===== config.mk =====
export PLATFORM = sky130hd
export DESIGN_NAME = counter_sequencer
export DESIGN_NICKNAME = d
export VERILOG_FILES = /design/src/rtl/counter_sequencer.sv
export SDC_FILE = /design/constraint.sdc
export NUM_CORES = 1
export LEC_CHECK = 0
export ABC_AREA = 1
export CAP_MARGIN = 20
export CORE_MARGIN = 10
export CORE_UTILIZATION = 47
export CTS_BUF_LIST = sky130_fd_sc_hd__clkbuf_16
export DETAILED_ROUTE_END_ITERATION = 12
export PLACE_DENSITY = 0.81
export SLEW_MARGIN = 10
export SYNTH_ARGS = -nofsm -noshare
export SYNTH_HDL_FRONTEND = slang
export SYNTH_SLANG_ARGS = --single-unit
export TNS_END_PERCENT = 100

===== constraint.sdc =====
create_clock -name clock -period 1.8 [get_ports clock]
set_clock_uncertainty 0.05 [all_clocks]
set_input_delay 0.36 -clock clock [delete_from_list [all_inputs] [get_ports clock]]
set_output_delay 0.36 -clock clock [all_outputs]
set_load 0.01 [all_outputs]

===== src/rtl/counter_sequencer.sv =====
// Run/hold/done counter sequencer with one-shot and periodic modes.
// Ports: clock, reset(n), start/stop/pause/mode/period in; count/tick/busy/done/err/state out.
module counter_sequencer #(
  parameter int WIDTH = 4
) (
  input  logic             clock,
  input  logic             reset,
  input  logic             start,
  input  logic             stop,
  input  logic             pause,
  input  logic             mode,
  input  logic [WIDTH-1:0] period,
  output logic [WIDTH-1:0] count,
  output logic             tick,
  output logic             busy,
  output logic             done,
  output logic             err,
  output logic [1:0]       state
);

  typedef enum logic [1:0] {
    IDLE = 2'd0,
    RUN  = 2'd1,
    HOLD = 2'd2,
    DONE = 2'd3
  } state_t;

  localparam logic [WIDTH-1:0] ONE = WIDTH'(1);

  state_t           cur;
  state_t           nxt;
  logic [WIDTH-1:0] per_q;
  logic             mode_q;
  logic             go;
  logic             bad;
  logic             last;
  logic             adv;

  assign go   = start && (period != '0);
  assign bad  = start && (period == '0);
  assign last = (count == per_q - ONE);
  // counting edge: no higher-priority command and not paused
  assign adv  = !stop && !start && !pause && (cur == RUN);

  always_ff @(posedge clock or negedge reset) begin
    if (!reset) cur <= IDLE;
    else        cur <= nxt;
  end

  always_comb begin
    nxt = cur;
    if (stop) begin
      nxt = IDLE;
    end else if (go) begin
      nxt = RUN;
    end else if (!bad) begin
      unique case (cur)
        RUN: begin
          if (pause)     nxt = HOLD;
          else if (last) nxt = mode_q ? RUN : DONE;
        end
        HOLD: begin
          if (!pause) nxt = RUN;
        end
        default: nxt = cur;
      endcase
    end
  end

  always_ff @(posedge clock or negedge reset) begin
    if (!reset) begin
      count  <= '0;
      tick   <= 1'b0;
      err    <= 1'b0;
      per_q  <= '0;
      mode_q <= 1'b0;
    end else begin
      tick <= 1'b0;
      err  <= 1'b0;
      if (stop) begin
        count <= '0;
      end else if (go) begin
        count  <= '0;
        per_q  <= period;
        mode_q <= mode;
      end else if (bad) begin
        err <= 1'b1;
      end else if (adv) begin
        if (last) begin
          count <= '0;
          tick  <= 1'b1;
        end else begin
          count <= count + ONE;
        end
      end
    end
  end

  always_comb begin
    busy  = (cur == RUN) || (cur == HOLD);
    done  = (cur == DONE);
    state = cur;
  end

endmodule


==> run_results.csv <==
group,metric,value,unit
synthesis,synthCells,104,
grt,grt.overflow.total,0,
synthesis,yosys_warnings,0,
status,outcome,"complete, no violations",
sta,setup-violations-final,0,
clocking,cts_buffers,3,
synthesis,synth.distinct_cells,21,
place,port_buffers,19,
sta,tns,0,ns
sta,final-max-slew-violation-count,0,
sta,hold_violations,0,
sta,fin_crit_sh,0.943,
finish,area_growth,41.3,%
grt,grt_max_degree,11,
routing,drc,0,
sta,fmax,589,MHz
setup_path,cp_top_family,"buffers and inverters",
floorplan,chipWidth,61.3,um
synthesis,synth-seq-cells,13,
synthesis,synth_top_area_frac,0.406,
power,vdd_drop_max,686,uV
setup_path,crit_buf_inv,2,
synthesis,yosysSeqAreaShare,0.406,
clocking,cts_root_buffer,"clkbuf_16",
setup_path,worst_setup_path_start_kind,"register",
routing,ant_nets,0,
setup_path,path_max_fanout,4,
finish,final_cell_mix,"27 x nand2_1, 19 x inv_1, 17 x clkdlybuf4s50_1, 13 x dfrtp_1, 8 x nand3_1",
finish,final_cell_area,1130,sq um
finish,nFillCells,131,
sta,slew_headroom,0.786,
clocking,cts.clk_slew.worst_paths,0.04,ns
synthesis,synth_edf_count,0,
place,gp_congestion,0.777,
sta,tightest_slew,0.320,ns
floorplan,floorplan.initialDensity,0.514,
clocking,cts_buffer_depth,2,
routing,via_count,763,
synthesis,syn_nets,119,
finish,drive_above_1_share,0.128,
floorplan,rows,14,
finish,final_common_cell,"nand2_1",
clocking,cts.htree.levels,1,
setup_path,crit_type,"register to output port",
routing,viasPerCell,5.12,
power,power,984,uW
sta,rsz0062_at_grt,"false",
synthesis,synth_flop_cell,"dfrtp_1",
routing,first_iter_violations,12,
synthesis,synth_area_leader_cell,"dfrtp_1",
clocking,cts_tree,"done",
routing,routedWlPerCell,13.4,um
setup_path,cp_slowest_cell,"clkdlybuf4s50_1",
synthesis,synth_area_per_cell,7.71,sq um
setup_path,cp_cell_sequence,"buf_4 > clkdlybuf4s50_1",
routing,drtPass1Iterations,4,
finish,fin_nets,149,
finish,antenna_cells,0,
synthesis,ys_top_cells_by_area,"dfrtp_1 41%, nand2_1 13%, inv_1 8.4%",
floorplan,core-area,1560,sq um
clocking,clkLatencyLatePin,0.24,ns
floorplan,io_pins,20,
sta,min_period,1.70,ns
routing,routed_wirelength,2000,um
setup_path,arrival,1.29,ns
flow_run,maxCapViolations,0,
synthesis,netlist_area,802,sq um
setup_path,required,1.39,ns
power,powerDensity,868,nW/um^2
grt,grt_pass1_vias,770,
place,dp_hpwl,1540,um
grt,grtUsageTotal,0.120,
clocking,holdBufCountCts,0,
place,place_area,1040,sq um
grt,grt_pass1_wl,3350,um
floorplan,die_area,3760,sq um
grt,antenna_found_initial,0,
setup_path,end_kind,"output port",
power,p_leak,0.572,nW
clocking,cts.sinks,13,
setup_path,max_stage_delay,0.53,ns
floorplan,fp.dieH,61.3,um
synthesis,synthArstFlopShare,1.00,
min_path,hp-class,"input port to async pin",
-- worst paths after layout --
kind / startpoint / end / slack, ns / cells after the start
worst min register to register: mode_q$_DFFE_PN0P_ / mode_q$_DFFE_PN0P_ / 0.47 / 2
worst max register to register: per_q[0]$_DFFE_PN0P_ / state[1]$_DFFE_PN0P_ / 0.20 / 9
worst max-delay path: state[1]$_DFFE_PN0P_ / state[1] / 0.10 / 2
worst min-delay path: reset / mode_q$_DFFE_PN0P_ / 0.33 / 1
min in group clock: mode_q$_DFFE_PN0P_ / mode_q$_DFFE_PN0P_ / 0.47 / 2
max in group asynchronous: reset / per_q[2]$_DFFE_PN0P_ / 0.97 / 2
-- what timing repair did --
action | in CTS | in global routing
endpoints found under the setup margin | 2 | 1
setup buffers | 0 | 2
gates resized for setup | 2 | 0
-- cell usage after synthesis (all sizes together) (2+ instances only) --
cell   number
o22ai       3
nand4       2
inv        19
o21ai       6
nor2        7
xnor2       2
nand2      30
a21oi       2
xor2        2
nand3      10
ha          5
dfrtp      13
-- final cells by class --
| cell class | instances | area (sq um) | share of cell area |
|---|---|---|---|
| clock inverters | 1 | 3.75 | 0.00331 |
| flip-flops and latches | 13 | 325 | 0.287 |
| multi-input cells | 72 | 405 | 0.358 |
| repair buffers | 25 | 233 | 0.205 |
| clock buffers | 3 | 75.1 | 0.0662 |
| well taps | 16 | 20.0 | 0.0177 |
| inverters | 19 | 71.3 | 0.0629 |
-- power breakdown --
group	total (mW)	switching (mW)	internal [mW]
Clock	0.414	0.121	0.293
Combinational	0.233	0.122	0.111
Sequential	0.337	0.0198	0.317
Total	0.984	0.262	0.722
-- flip-flops by register name, summed over array words and instances, names as in the netlist --
name    flops
tick        1
err         1
mode_q      1
per_q       4
count       4
state       2
-- cells by family (layout without fill, tap and decap cells) --
| group | count (synthesis) | after routing | share of synthesized area |
|---|---|---|---|
| AND/OR/NAND/NOR | 51 | 51 | 0.298 |
| flip-flops | 13 | 13 | 0.406 |
| AO/OA/AOI/OAI | 12 | 12 | 0.0858 |
| XOR/XNOR | 4 | 4 | 0.0437 |
| adder cells (fa/ha/maj) | 5 | 5 | 0.0780 |
| buffers and inverters | 19 | 48 | 0.0889 |
-- metrics by stage --
step | utilization | hold WS, ns | setup slack (ns) | std cells
after global routing | 0.727 | 0.346 | 0.0369 | 149
after detailed placement | 0.669 | 0.465 | 0.0914 | 143
after global placement | 0.669 | 0.457 | 0.125 | 143
after CTS | 0.717 | 0.337 | 0.0988 | 147
after floorplan | - | 0.0144 | 0.338 | 104
final | 0.727 | 0.328 | 0.103 | 149
-- metal layers --
layer / wire [um] / GRT usage / vias to the layer above
met4: 13 / 0.0391 / 0
met5: 0 / 0 / -
li1: - / - / 388
met2: 1110 / 0.231 / 12
met1: 742 / 0.114 / 361
met3: 129 / 0.0473 / 2
Power figures use the tool's default switching activity.
